==> config.mk <==
export PLATFORM = sky130hd
export DESIGN_NAME = alu_op_sequencer
export DESIGN_NICKNAME = d
export VERILOG_FILES = /design/src/rtl/alu_op_sequencer.sv
export SDC_FILE = /design/constraint.sdc
export NUM_CORES = 1
export LEC_CHECK = 0
export CAP_MARGIN = 20
export CORE_ASPECT_RATIO = 0.7
export CORE_UTILIZATION = 30
export CTS_BUF_LIST = sky130_fd_sc_hd__clkbuf_2
export DETAILED_ROUTE_END_ITERATION = 16
export DONT_BUFFER_PORTS = 1
export GPL_TIMING_DRIVEN = 0
export PLACE_DENSITY = 0.49
export SYNTH_ARGS = -nofsm -noshare
export SYNTH_HDL_FRONTEND = slang
export SYNTH_SLANG_ARGS = --single-unit
export TNS_END_PERCENT = 20
==> constraint.sdc <==
create_clock -name clk -period 2.9 [get_ports clk]
set_clock_uncertainty 0.2 [all_clocks]
set_input_delay 0.29 -clock clk [delete_from_list [all_inputs] [get_ports clk]]
set_output_delay 0.29 -clock clk [all_outputs]
set_load 0.01 [all_outputs]
==> src/rtl/alu_op_sequencer.sv <==
// Multi-cycle sequencer for a shared single-cycle ALU.
// Shifts by N are executed as N one-bit ALU passes.
module alu_op_sequencer #(
   parameter int WIDTH = 32
) (
   input  logic             clk,
   input  logic             rst_n,
   input  logic             req_valid,
   output logic             req_ready,
   input  logic [3:0]       req_op,
   input  logic [WIDTH-1:0] req_a,
   input  logic [WIDTH-1:0] req_b,
   output logic             rsp_valid,
   input  logic             rsp_ready,
   output logic [WIDTH-1:0] rsp_result,
   output logic             rsp_err,
   output logic             busy,
   output logic [3:0]       alu_sel,
   output logic [WIDTH-1:0] alu_operand_0,
   output logic [WIDTH-1:0] alu_operand_1,
   input  logic [WIDTH-1:0] alu_result
);

   localparam int SHW = $clog2(WIDTH);

   typedef enum logic [1:0] {
      IDLE,
      EXEC,
      SHIFT,
      DONE
   } state_t;

   state_t state, state_nxt;

   logic [3:0]       op_q;
   logic [WIDTH-1:0] acc;
   logic [WIDTH-1:0] b_q;
   logic [SHW-1:0]   cnt;
   logic [WIDTH-1:0] result_q;
   logic             err_q;

   logic           legal;
   logic           is_shift;
   logic [SHW-1:0] amt;
   logic           last;

   assign legal    = (req_op <= 4'd8);
   assign is_shift = (req_op == 4'd5) | (req_op == 4'd6) | (req_op == 4'd7);
   assign amt      = req_b[SHW-1:0];
   assign last     = (cnt == SHW'(1));

   always_ff @(posedge clk or negedge rst_n) begin
      if (!rst_n) state <= IDLE;
      else        state <= state_nxt;
   end

   always_comb begin
      state_nxt     = state;
      req_ready     = 1'b0;
      rsp_valid     = 1'b0;
      busy          = 1'b1;
      alu_sel       = 4'd0;
      alu_operand_0 = '0;
      alu_operand_1 = '0;
      unique case (state)
         IDLE: begin
            req_ready = 1'b1;
            busy      = 1'b0;
            if (req_valid) begin
               if (!legal)                         state_nxt = DONE;
               else if (is_shift && amt == '0)     state_nxt = DONE;
               else if (is_shift)                  state_nxt = SHIFT;
               else                                state_nxt = EXEC;
            end
         end
         EXEC: begin
            alu_sel       = op_q;
            alu_operand_0 = acc;
            alu_operand_1 = b_q;
            state_nxt     = DONE;
         end
         SHIFT: begin
            alu_sel       = op_q;
            alu_operand_0 = acc;
            alu_operand_1 = WIDTH'(1);
            if (last) state_nxt = DONE;
         end
         DONE: begin
            rsp_valid = 1'b1;
            if (rsp_ready) state_nxt = IDLE;
         end
      endcase
   end

   // acc holds operand A for EXEC and the running value for SHIFT
   always_ff @(posedge clk or negedge rst_n) begin
      if (!rst_n) begin
         op_q     <= 4'd0;
         acc      <= '0;
         b_q      <= '0;
         cnt      <= '0;
         result_q <= '0;
         err_q    <= 1'b0;
      end else begin
         unique case (state)
            IDLE: begin
               if (req_valid) begin
                  op_q  <= req_op;
                  acc   <= req_a;
                  b_q   <= req_b;
                  cnt   <= amt;
                  err_q <= ~legal;
                  if (!legal)                     result_q <= '0;
                  else if (is_shift && amt == '0) result_q <= req_a;
               end
            end
            EXEC: result_q <= alu_result;
            SHIFT: begin
               acc <= alu_result;
               cnt <= cnt - SHW'(1);
               if (last) result_q <= alu_result;
            end
            DONE: ;
         endcase
      end
   end

   assign rsp_result = result_q;
   assign rsp_err    = err_q;

endmodule

==> reports/qor.yml <==
synthXorXnorAreaFrac_pct: 0
setup_violations: 0
insertion_delay_ns: 0.61
drtAntennaViolNets: 0
critical_path.max_stage_delay_ns: 0.56
initial_core_util_pct: 31.3
p_sw_uw: 3740
grt_antenna_before_repair: 0
whs_path_depth: 3
synth_top_family_by_area: "multiplexers"
core_area_mm2: 0.0175
numCtsBuffers: 9
yosys.area_share.simple_pct: 11.7
die_y_um: 115
ys_seq_area_share_pct: 49.3
synthCells: 473
grtUsageTotal_pct: 17.9
critPathArrivalTime_ns: 3.09
routedWlPerCell_um: 19.2
peakVddDrop_mv: 0.558
hp-class: "in -> reg"
cp-startpoint: "state[1]"
io_buffers: 0
ys_types: 32
worstRegToRegCells: 9
cp_cell_sequence: "inv_1, ha_1, inv_1, and2_1, clkbuf_2, buf_2, a22o_1, dlygate4sd3_1, mux2_4"
crit_required_ns: 3.21
hold_start: "req_valid"
crit_path_frequent_cell: "inv_1"
mappedNetlistNets: 583
dieArea_mm2: 0.0188
stdcell_area_mm2: 0.00742
cp_max_fo: 10
cts_tree: "done"
dp_worst_setup_slack_ns: -0.344
place_congestion: 0.762
syn_area_per_cell_um2: 11.6
rr_startpoint: "state[1]"
antenna_cells: 0
fmax_mhz: 360
drv_cap: 0
cts_max_level: 3
fin_nets: 735
ios: 208
powerDensity_mw_per_mm2: 1190
fillers: 1672
switching_share_pct: 42.2
drt-total-wl_mm: 16.5
internal_power_uw: 5120
final_cell_mix: "dlygate4sd3_1 (137), dfrtp_1 (108), o21ai_0 (39), nand2_1 (38), mux2_2 (38)"
die_x_um: 164
start_kind: "flip-flop"
first_global_vias: 4533
pwr-share-comb_pct: 59.2
netlist_area_mm2: 0.00549
detail_route.first_pass.iterations: 4
ys_ff_latch: 108
grt_overflow_total: 0
via_per_inst: 4.95
max_slew.worst_pin.slew_ns: 0.604
cts_max_path_buffers: 2
status: "finished, final reports clean"
clock-sinks: 108
slowest_stage: "dlygate4sd3_1"
min_period_over_period_pct: 95.7
synthAdderAreaFrac_pct: 1.37
drc: 0
layout_setup_ws_ns: 0.124
muxShareOfSynthArea_pct: 22.2
seqPwrFrac_pct: 31.9
grt_max_degree: 82
timing_worst_setup_path_type: "reg -> reg"
rows: 40
dpl_cell_area_mm2: 0.00578
fin_crit_ns: 2.78
hold_viol_final: 0
hpwl_mm: 11.4
layout_commonest_cell: "dlygate4sd3_1"
drtIter0Drc: 192
drv_slew: 0
area_delta_synth_final_pct: 35.3
rsz0062_at_grt: "true"
grt_pass1_wl_mm: 25.3
root_buffer: "clkbuf_2"
end_kind: "flip-flop"
cts.reportedPaths.clkPinSlew_ns: 0.30
route.vias.total: 4255
yosys_warnings: 0
drive_gt1_share_pct: 19.6
synth_compound_area_share_pct: 11.5
maxSlewHeadroom_pct: 59.7
leakagePower_uw: 0.00341
power_uw: 8860
p_clk_share_pct: 8.9
[cell usage after synthesis]
cell type    n  area share [%]
a222oi_1     1            0.18
o21ai_0     39             3.6
nor3b_1      1            0.14
or3_1        1            0.11
nor2b_1      1            0.11
o2111ai_1    1            0.16
inv_1       11            0.75
nor2_1       5            0.34
buf_1        5            0.34
nand2_1     38             2.6
or4b_1       1            0.18
mux2_4      30             8.2
o2111ai_4    1            0.48
and3_1      31             3.5
o22a_1       3            0.48
a21oi_1      4            0.36
mux2i_1     34             6.2
a22o_1      32             5.1
or4_4        1            0.21
o221ai_2     1            0.27
nand3b_1     1            0.14
ha_1         6             1.4
dfrtp_1    108              49
a31oi_1      2            0.23
nand2b_1     1            0.11
o31ai_1      4            0.55
clkbuf_1    27             1.8
and2_1      37             4.2
buf_2        4            0.36
mux2_2      38             7.8
o221ai_1     1            0.16
buf_6        3            0.62
[critical path: cells and delay by family (launching register included)]
family          cells  cell delay [ns]
buf+inv             5             1.13
flops               1             0.42
fa+ha+maj           1             0.34
mux                 1             0.28
compound gates      1             0.19
simple gates        1             0.14
[power by group through the flow]
stage	Combinational, uW	Sequential [uW]	Clock, uW
final	5250	2830	787
after CTS	5230	2820	839
after floorplan	3600	2700	0
after detailed placement	4670	2860	0
after global placement	4550	2830	0
after global routing	5750	2930	885
[worst paths after layout]
kind	end	slack (ns)
max	rsp_result[6]	0.12
min	b_q[11]	0.10
max reg2reg	rsp_result[6]	0.12
min reg2reg	acc[31]	0.31
max in group asynchronous	rsp_result[7]	1.47
min in group asynchronous	b_q[15]	0.52
[layout make-up]
type                            count  area (um^2)  area share [%]
Buffer                             39          248            3.34
Clock buffer                       10         50.0           0.674
Clock inverter                      5         77.6            1.05
Inverter                           11         41.3           0.556
Multi-Input combinational cell    315         2580            34.8
Sequential cell                   108         2700            36.4
Tap cell                          231          289            3.89
Timing Repair Buffer              141         1430            19.3
[what timing repair did]
| item | in CTS | in global routing |
|---|---|---|
| setup endpoints to repair | 104 | 121 |
| resized for setup | 24 | 24 |
| endpoints found under the hold margin | 216 | 7 |
| hold buffers | 138 | 1 |
| buffers inserted | 2 | 0 |
[stage by stage]
| step | utilization [%] | hold WS, ns | TNS [ns] | cells |
|---|---|---|---|---|
| 6_report | 42.4 | 0.101 | 0 | 860 |
| 5_1_grt | 42.4 | 0.0350 | -0.0447 | 860 |
| 4_1_cts | 42.1 | 0.0316 | 0 | 859 |
| 3_5_place_dp | 33.0 | -0.204 | -9.98 | 704 |
| 3_3_place_gp | 33.0 | -0.203 | -5.14 | 704 |
| 2_1_floorplan | - | -0.206 | 0 | 473 |
[per-layer routing]
metal | GRT usage [%] | vias up | part of all wire (%) | wire, um
met4 | 4.69 | 0 | 1.1 | 175
met3 | 5.41 | 14 | 6.3 | 1050
met2 | 29.2 | 136 | 47 | 7710
met5 | 0 | - | 0 | 0
li1 | - | 1980 | - | -
met1 | 23.0 | 2125 | 46 | 7570
[sequential cells by signal (all words and copies together), names as in the netlist]
signal      count
acc            32
b_q            32
rsp_result     32
cnt             5
op_q            4
state           2
rsp_err         1
[kinds of logic after synthesis]
kind of cell    after synthesis
mux                         102
buf+inv                      50
simple gates                118
compound gates               89
fa+ha+maj                     6
flops                       108
No activity file was read; power rests on OpenSTA's default activity.
